--- config.mk ---
export PLATFORM = sky130hd
export DESIGN_NAME = button_conditioner
export DESIGN_NICKNAME = d
export VERILOG_FILES = /design/src/rtl/button_conditioner.sv
export SDC_FILE = /design/constraint.sdc
export NUM_CORES = 1
export LEC_CHECK = 0
export ABC_AREA = 1
export CAP_MARGIN = 40
export CELL_PAD_IN_SITES_DETAIL_PLACEMENT = 1
export CELL_PAD_IN_SITES_GLOBAL_PLACEMENT = 2
export CORE_ASPECT_RATIO = 0.7
export CORE_MARGIN = 10
export CORE_UTILIZATION = 39
export CTS_BUF_LIST = sky130_fd_sc_hd__clkbuf_8
export DETAILED_ROUTE_END_ITERATION = 6
export PLACE_DENSITY = 0.95
export SLEW_MARGIN = 40
export SYNTH_ARGS = -nofsm -noshare
export SYNTH_HDL_FRONTEND = slang
export SYNTH_SLANG_ARGS = --single-unit
export TNS_END_PERCENT = 1
--- constraint.sdc ---
create_clock -name clk_100MHz -period 4.3 [get_ports clk_100MHz]
set_input_delay 0.645 -clock clk_100MHz [delete_from_list [all_inputs] [get_ports clk_100MHz]]
set_output_delay 0.645 -clock clk_100MHz [all_outputs]
set_load 0.02 [all_outputs]
--- src/rtl/button_conditioner.sv ---
// Five-button conditioner: 2-flop synchronizer, counter debounce, press pulse and
// optional auto-repeat (build with BUTTON_AUTOREPEAT_EN defined to enable repeats).
module button_conditioner #(
    parameter int DEBOUNCE_CYCLES = 1000000,
    parameter int REPEAT_DELAY    = 50000000,
    parameter int REPEAT_RATE     = 10000000
) (
    input  logic       clk_100MHz,
    input  logic       reset,
    input  logic [4:0] btn_in,
    output logic [4:0] btn_level,
    output logic [4:0] btn_press,
    output logic [4:0] btn_repeat
);

    localparam int CNT_W = (DEBOUNCE_CYCLES > 1) ? $clog2(DEBOUNCE_CYCLES) : 1;
    localparam logic [CNT_W-1:0] CNT_LAST = CNT_W'(DEBOUNCE_CYCLES - 1);

    logic [4:0]       sync1_q, sync2_q;
    logic [CNT_W-1:0] cnt_q [5];
    logic [CNT_W-1:0] cnt_d [5];
    logic [4:0]       level_q, level_d;
    logic [4:0]       press_q, repeat_q;
    logic [4:0]       rise, mask;

    always_comb begin
        level_d = level_q;
        for (int i = 0; i < 5; i++) begin
            cnt_d[i] = cnt_q[i];
            if (sync2_q[i] == level_q[i]) begin
                cnt_d[i] = '0;
            end else if (cnt_q[i] == CNT_LAST) begin
                level_d[i] = ~level_q[i];
                cnt_d[i]   = '0;
            end else begin
                cnt_d[i] = cnt_q[i] + CNT_W'(1);
            end
        end
        rise = level_d & ~level_q;
        // Opposing pairs held together would fight each other; silence both.
        mask = {1'b0, {2{level_d[2] & level_d[3]}}, {2{level_d[0] & level_d[1]}}};
    end

    always_ff @(posedge clk_100MHz) begin
        if (reset) begin
            sync1_q <= '0;
            sync2_q <= '0;
            level_q <= '0;
            press_q <= '0;
            for (int i = 0; i < 5; i++) cnt_q[i] <= '0;
        end else begin
            sync1_q <= btn_in;
            sync2_q <= sync1_q;
            level_q <= level_d;
            press_q <= rise;
            for (int i = 0; i < 5; i++) cnt_q[i] <= cnt_d[i];
        end
    end

`ifdef BUTTON_AUTOREPEAT_EN
    typedef enum logic [1:0] {IDLE, DELAY, REPEAT} state_t;

    localparam logic [25:0] DELAY_LAST = 26'(REPEAT_DELAY - 1);
    localparam logic [25:0] RATE_LAST  = 26'(REPEAT_RATE - 1);

    state_t      state_q [5];
    logic [25:0] timer_q [5];

    always_ff @(posedge clk_100MHz) begin
        if (reset) begin
            repeat_q <= '0;
            for (int i = 0; i < 5; i++) begin
                state_q[i] <= IDLE;
                timer_q[i] <= '0;
            end
        end else begin
            for (int i = 0; i < 5; i++) begin
                if (!level_d[i]) begin
                    state_q[i]  <= IDLE;
                    timer_q[i]  <= '0;
                    repeat_q[i] <= 1'b0;
                end else begin
                    case (state_q[i])
                        IDLE: begin
                            repeat_q[i] <= rise[i] & ~mask[i];
                            timer_q[i]  <= '0;
                            if (rise[i]) state_q[i] <= DELAY;
                        end
                        DELAY: begin
                            if (timer_q[i] == DELAY_LAST) begin
                                state_q[i]  <= REPEAT;
                                timer_q[i]  <= '0;
                                repeat_q[i] <= ~mask[i];
                            end else begin
                                timer_q[i]  <= timer_q[i] + 26'd1;
                                repeat_q[i] <= 1'b0;
                            end
                        end
                        REPEAT: begin
                            if (timer_q[i] == RATE_LAST) begin
                                timer_q[i]  <= '0;
                                repeat_q[i] <= ~mask[i];
                            end else begin
                                timer_q[i]  <= timer_q[i] + 26'd1;
                                repeat_q[i] <= 1'b0;
                            end
                        end
                        default: begin
                            state_q[i]  <= IDLE;
                            timer_q[i]  <= '0;
                            repeat_q[i] <= 1'b0;
                        end
                    endcase
                end
            end
        end
    end
`else
    always_ff @(posedge clk_100MHz) begin
        if (reset) repeat_q <= '0;
        else       repeat_q <= rise & ~mask;
    end
`endif

    assign btn_level  = level_q;
    assign btn_press  = press_q;
    assign btn_repeat = repeat_q;

endmodule
==> metrics.txt <==
# TYPE chip_impl_metric gauge
chip_impl_metric{name="cts_hold_buf",unit=""} 0
chip_impl_metric{name="cts_resized",unit=""} 0
chip_impl_metric{name="routed_len_inst",unit="um"} 13.5
chip_impl_info{name="timing.critical_path.cells",value="clkdlybuf4s50_1"} 1
chip_impl_metric{name="use_met2",unit="%"} 21.6
chip_impl_metric{name="number_of_antenna_violations_at_the_first_check_in_global_routing",unit=""} 0
chip_impl_metric{name="combinationalPowerShare",unit="%"} 1.3
chip_impl_metric{name="vias_in_the_first_global_route",unit=""} 5455
chip_impl_metric{name="detail-route-antenna-nets",unit=""} 0
chip_impl_metric{name="cts_setup_buffers",unit=""} 0
chip_impl_metric{name="pin_count_of_the_biggest_net_entering_global_routing",unit=""} 21
chip_impl_metric{name="io_buffers",unit=""} 21
chip_impl_info{name="clockRootBuffer",value="sky130_fd_sc_hd__clkbuf_8"} 1
chip_impl_metric{name="cts.sinks",unit=""} 124
chip_impl_metric{name="gr-usage-met1",unit="%"} 23.1
chip_impl_metric{name="cell_area_after_synthesis",unit="sq um"} 6130
chip_impl_metric{name="antenna-diode-count",unit=""} 0
chip_impl_metric{name="globalRouteTotalUtil",unit="%"} 15.4
chip_impl_info{name="synth_top_flop_cell",value="sky130_fd_sc_hd__dfxtp_1"} 1
chip_impl_metric{name="clock_input_transition_at_the_sequential_cells_of_the_worst_setup_and_hold_paths",unit="ns"} 0.09
chip_impl_metric{name="synthesized_nets",unit=""} 919
chip_impl_info{name="tritoncts_clock_tree",value="done"} 1
chip_impl_metric{name="finalClockSkew",unit="ns"} 0.0139
chip_impl_metric{name="h-tree-depth",unit=""} 4
chip_impl_metric{name="clock_path_buffers",unit=""} 2
chip_impl_metric{name="hold-worst-slack",unit="ns"} 0.407
chip_impl_metric{name="final_critical_path_setup_slack",unit="ns"} 2.15
chip_impl_info{name="grt-busiest-layer",value="met1"} 1
chip_impl_metric{name="yosysWarningCount",unit=""} 0
chip_impl_metric{name="initial_core_util",unit="%"} 39.7
chip_impl_info{name="hold_class",value="register to register"} 1
chip_impl_metric{name="max_freq",unit="GHz"} 0.465
chip_impl_info{name="layout.cells.most_common",value="sky130_fd_sc_hd__nand2_1"} 1
chip_impl_metric{name="placeableCoreArea",unit="sq um"} 15500
chip_impl_metric{name="switching_share",unit="%"} 23.7
chip_impl_metric{name="timing.final.crit_share",unit="%"} 50.0
chip_impl_metric{name="fp.dieH",unit="um"} 125
chip_impl_metric{name="seq_power_share",unit="%"} 52.2
chip_impl_metric{name="grt_first_pass_wirelength",unit="mm"} 27.3
chip_impl_metric{name="syn-mean-instance-area",unit="sq um"} 6.76
chip_impl_metric{name="drt-vias-per-instance",unit=""} 4.78
chip_impl_metric{name="report.final.setup_viol",unit=""} 0
chip_impl_metric{name="worst-endpoint-required",unit="ns"} 3.65
chip_impl_metric{name="dr.pass1.iters",unit=""} 5
chip_impl_metric{name="tightestPinTransition",unit="ns"} 0.735
chip_impl_metric{name="global_route.overflow_total",unit=""} 0
chip_impl_metric{name="share_clk_of_total_power",unit="%"} 46.6
chip_impl_metric{name="pre_cts_slack",unit="ns"} 1.80
chip_impl_metric{name="netlist-cell-type-count",unit=""} 30
chip_impl_metric{name="vias",unit=""} 5499
chip_impl_metric{name="max_ir_drop_vdd",unit="V"} 0.000134
chip_impl_metric{name="final_net_count",unit=""} 950
chip_impl_metric{name="synth_async_sr_flop_share",unit="%"} 0
chip_impl_metric{name="placement_rows",unit=""} 38
chip_impl_metric{name="numCtsBuffers",unit=""} 17
chip_impl_metric{name="postSynthRegisterBits",unit=""} 124
chip_impl_metric{name="ios",unit=""} 22
chip_impl_metric{name="highest_cell_delay_on_the_worst_timing_path",unit="ns"} 0.64
chip_impl_metric{name="power.density",unit="nW/um^2"} 322
chip_impl_metric{name="num-fill-cells",unit=""} 2000
chip_impl_metric{name="area_growth_syn_to_layout",unit="%"} 12.6
chip_impl_metric{name="clock_latency",unit="ns"} 0.43
chip_impl_info{name="timing_worst_setup_path_type",value="register to output pin"} 1
chip_impl_metric{name="power.leakage",unit="nW"} 2.37
chip_impl_metric{name="post-route-drc-count",unit=""} 0
chip_impl_metric{name="synth_enable_flop_cells",unit=""} 0
chip_impl_metric{name="endpoints_failing_hold",unit=""} 0
chip_impl_info{name="outcome",value="finished clean"} 1
chip_impl_metric{name="p_int",unit="mW"} 1.69
chip_impl_metric{name="critical_path.max_fanout",unit=""} 5
chip_impl_info{name="endpoint_kind",value="output pin"} 1
chip_impl_metric{name="dr.first_iter.drc_count",unit=""} 282
chip_impl_metric{name="layout_cell_share_with_drive_strength_beyond_1",unit="%"} 7.36
chip_impl_info{name="setup_repair_after_global_routing_missed_its_margin",value="no"} 1
chip_impl_metric{name="timing.critical_path.buf_inv",unit=""} 1
chip_impl_info{name="highest_count_cells_in_the_layout_ignoring_fill_and_taps",value="sky130_fd_sc_hd__nand2_1, sky130_fd_sc_hd__nor2_1, sky130_fd_sc_hd__dfxtp_1"} 1
chip_impl_metric{name="post_synth_inst_count",unit=""} 907
chip_impl_metric{name="dp.final_hpwl",unit="mm"} 11.7
chip_impl_metric{name="gp_congestion",unit=""} 0.827
chip_impl_metric{name="finalCriticalPeriod",unit="ns"} 2.15
chip_impl_metric{name="postRouteWirelength",unit="mm"} 15.5
chip_impl_metric{name="synth.yosys.seq_area_share",unit="%"} 40.5
chip_impl_metric{name="die_width",unit="um"} 170
chip_impl_metric{name="drv_slew",unit=""} 0
chip_impl_info{name="critical_path.top_delay_family",value="buffers and inverters"} 1
chip_impl_metric{name="fin_setup_tns",unit="ns"} 0
chip_impl_info{name="crit_path_start_kind",value="register"} 1
chip_impl_metric{name="critPathArrivalTime",unit="ns"} 1.51
chip_impl_metric{name="grtUsageMet3",unit="%"} 3.42
chip_impl_metric{name="postLayoutCoreUtil",unit="%"} 44.6
chip_impl_info{name="slowest_stage",value="sky130_fd_sc_hd__clkdlybuf4s50_1"} 1
chip_impl_metric{name="slew-limit-headroom",unit="%"} 50.9
chip_impl_metric{name="power_switching",unit="uW"} 526
chip_impl_metric{name="cap_violations",unit=""} 0
chip_impl_metric{name="design.die.area",unit="sq um"} 21200
==> worst paths after layout <==
kind / startpoint / to / slack (ns) / cells after the start
min reg2reg: sync1_q[4]$_SDFF_PP0_ / sync2_q[4]$_SDFF_PP0_ / 0.41 / 2
max: btn_level[1]$_SDFF_PP0_ / btn_level[1] / 2.15 / 1
min: sync1_q[4]$_SDFF_PP0_ / sync2_q[4]$_SDFF_PP0_ / 0.41 / 2
max reg2reg: cnt_q[0][20]$_SDFF_PP0_ / cnt_q[0][21]$_SDFF_PP0_ / 2.20 / 6
==> Yosys cell counts, types with 4 or more instances <==
master | count | share of area [%]
sky130_fd_sc_hd__nand2_1 | 232 | 14
sky130_fd_sc_hd__nor2_1 | 200 | 12
sky130_fd_sc_hd__dfxtp_1 | 124 | 41
sky130_fd_sc_hd__inv_1 | 110 | 6.7
sky130_fd_sc_hd__a21oi_1 | 45 | 3.7
sky130_fd_sc_hd__nand3_1 | 36 | 2.9
sky130_fd_sc_hd__nand4_1 | 27 | 2.8
sky130_fd_sc_hd__xor2_1 | 24 | 3.4
sky130_fd_sc_hd__nor3_1 | 14 | 1.1
sky130_fd_sc_hd__o21ai_0 | 12 | 0.98
sky130_fd_sc_hd__xnor2_1 | 12 | 1.7
sky130_fd_sc_hd__nand3_2 | 8 | 1.3
sky130_fd_sc_hd__nor2_2 | 8 | 0.82
sky130_fd_sc_hd__nand3b_1 | 7 | 0.86
sky130_fd_sc_hd__buf_6 | 6 | 1.1
sky130_fd_sc_hd__ha_1 | 5 | 1.0
sky130_fd_sc_hd__nand2_2 | 5 | 0.51
sky130_fd_sc_hd__nor2_4 | 4 | 0.73
sky130_fd_sc_hd__nor3_2 | 4 | 0.65
sky130_fd_sc_hd__o21ai_1 | 4 | 0.33
sky130_fd_sc_hd__o21bai_1 | 4 | 0.49
==> routing by layer <==
metal | vias up | routed length (um)
met4 | 0 | 119
met1 | 2567 | 8630
met3 | 11 | 360
met2 | 39 | 6410
met5 | - | 0
li1 | 2882 | -
==> power groups by stage <==
stage                     Clock, mW  Sequential [mW]  Combinational (mW)
final                          1.03             1.16              0.0279
after global routing           1.12             1.16              0.0316
after CTS                      1.06             1.16              0.0286
after detailed placement          0             1.18              0.0285
after global placement            0             1.18              0.0278
after floorplan                   0             1.18              0.0193
==> flip-flops by register name, indices dropped and copies added (netlist names) <==
signal / cells
sync1_q: 5
btn_press: 5
sync2_q: 5
btn_level: 5
btn_repeat: 4
cnt_q: 100
==> metrics by stage <==
stage                     std cells  power, mW  instance area [sq um]
after floorplan                 907       1.20                   6130
after global placement         1119       1.21                   6500
after detailed placement       1119       1.21                   6500
after CTS                      1151       2.24                   6900
after global routing           1151       2.31                   6900
final                          1151       2.22                   6900
==> final cells by class <==
type                            instances  area, sq um  share of cell area, %
Clock inverter                         14          146                   2.12
Clock buffer                           18          248                   3.59
Inverter                              111          417                   6.04
Multi-Input combinational cell        661         3130                   45.4
Sequential cell                       124         2480                   36.0
Tap cell                              200          250                   3.63
Timing Repair Buffer                   23          225                   3.26
==> worst min-delay path, stage by stage, from the launching register on <==
cell and delay [ns]:
sky130_fd_sc_hd__dfxtp_1 0.30, sky130_fd_sc_hd__inv_1 0.04, sky130_fd_sc_hd__nor2_1 0.03
==> kinds of logic after synthesis <==
family                     count (synthesis)  share of synthesized area [%]
adders and majority gates                  5                           1.02
buffers and inverters                    122                           8.41
and+or+nand+nor                          555                           39.4
DFF                                      124                           40.5
AOI/OAI and AO/OA                         65                           5.47
xor gates and xnor gates                  36                           5.14
Note: power is estimated with default switching activity, not from simulation.
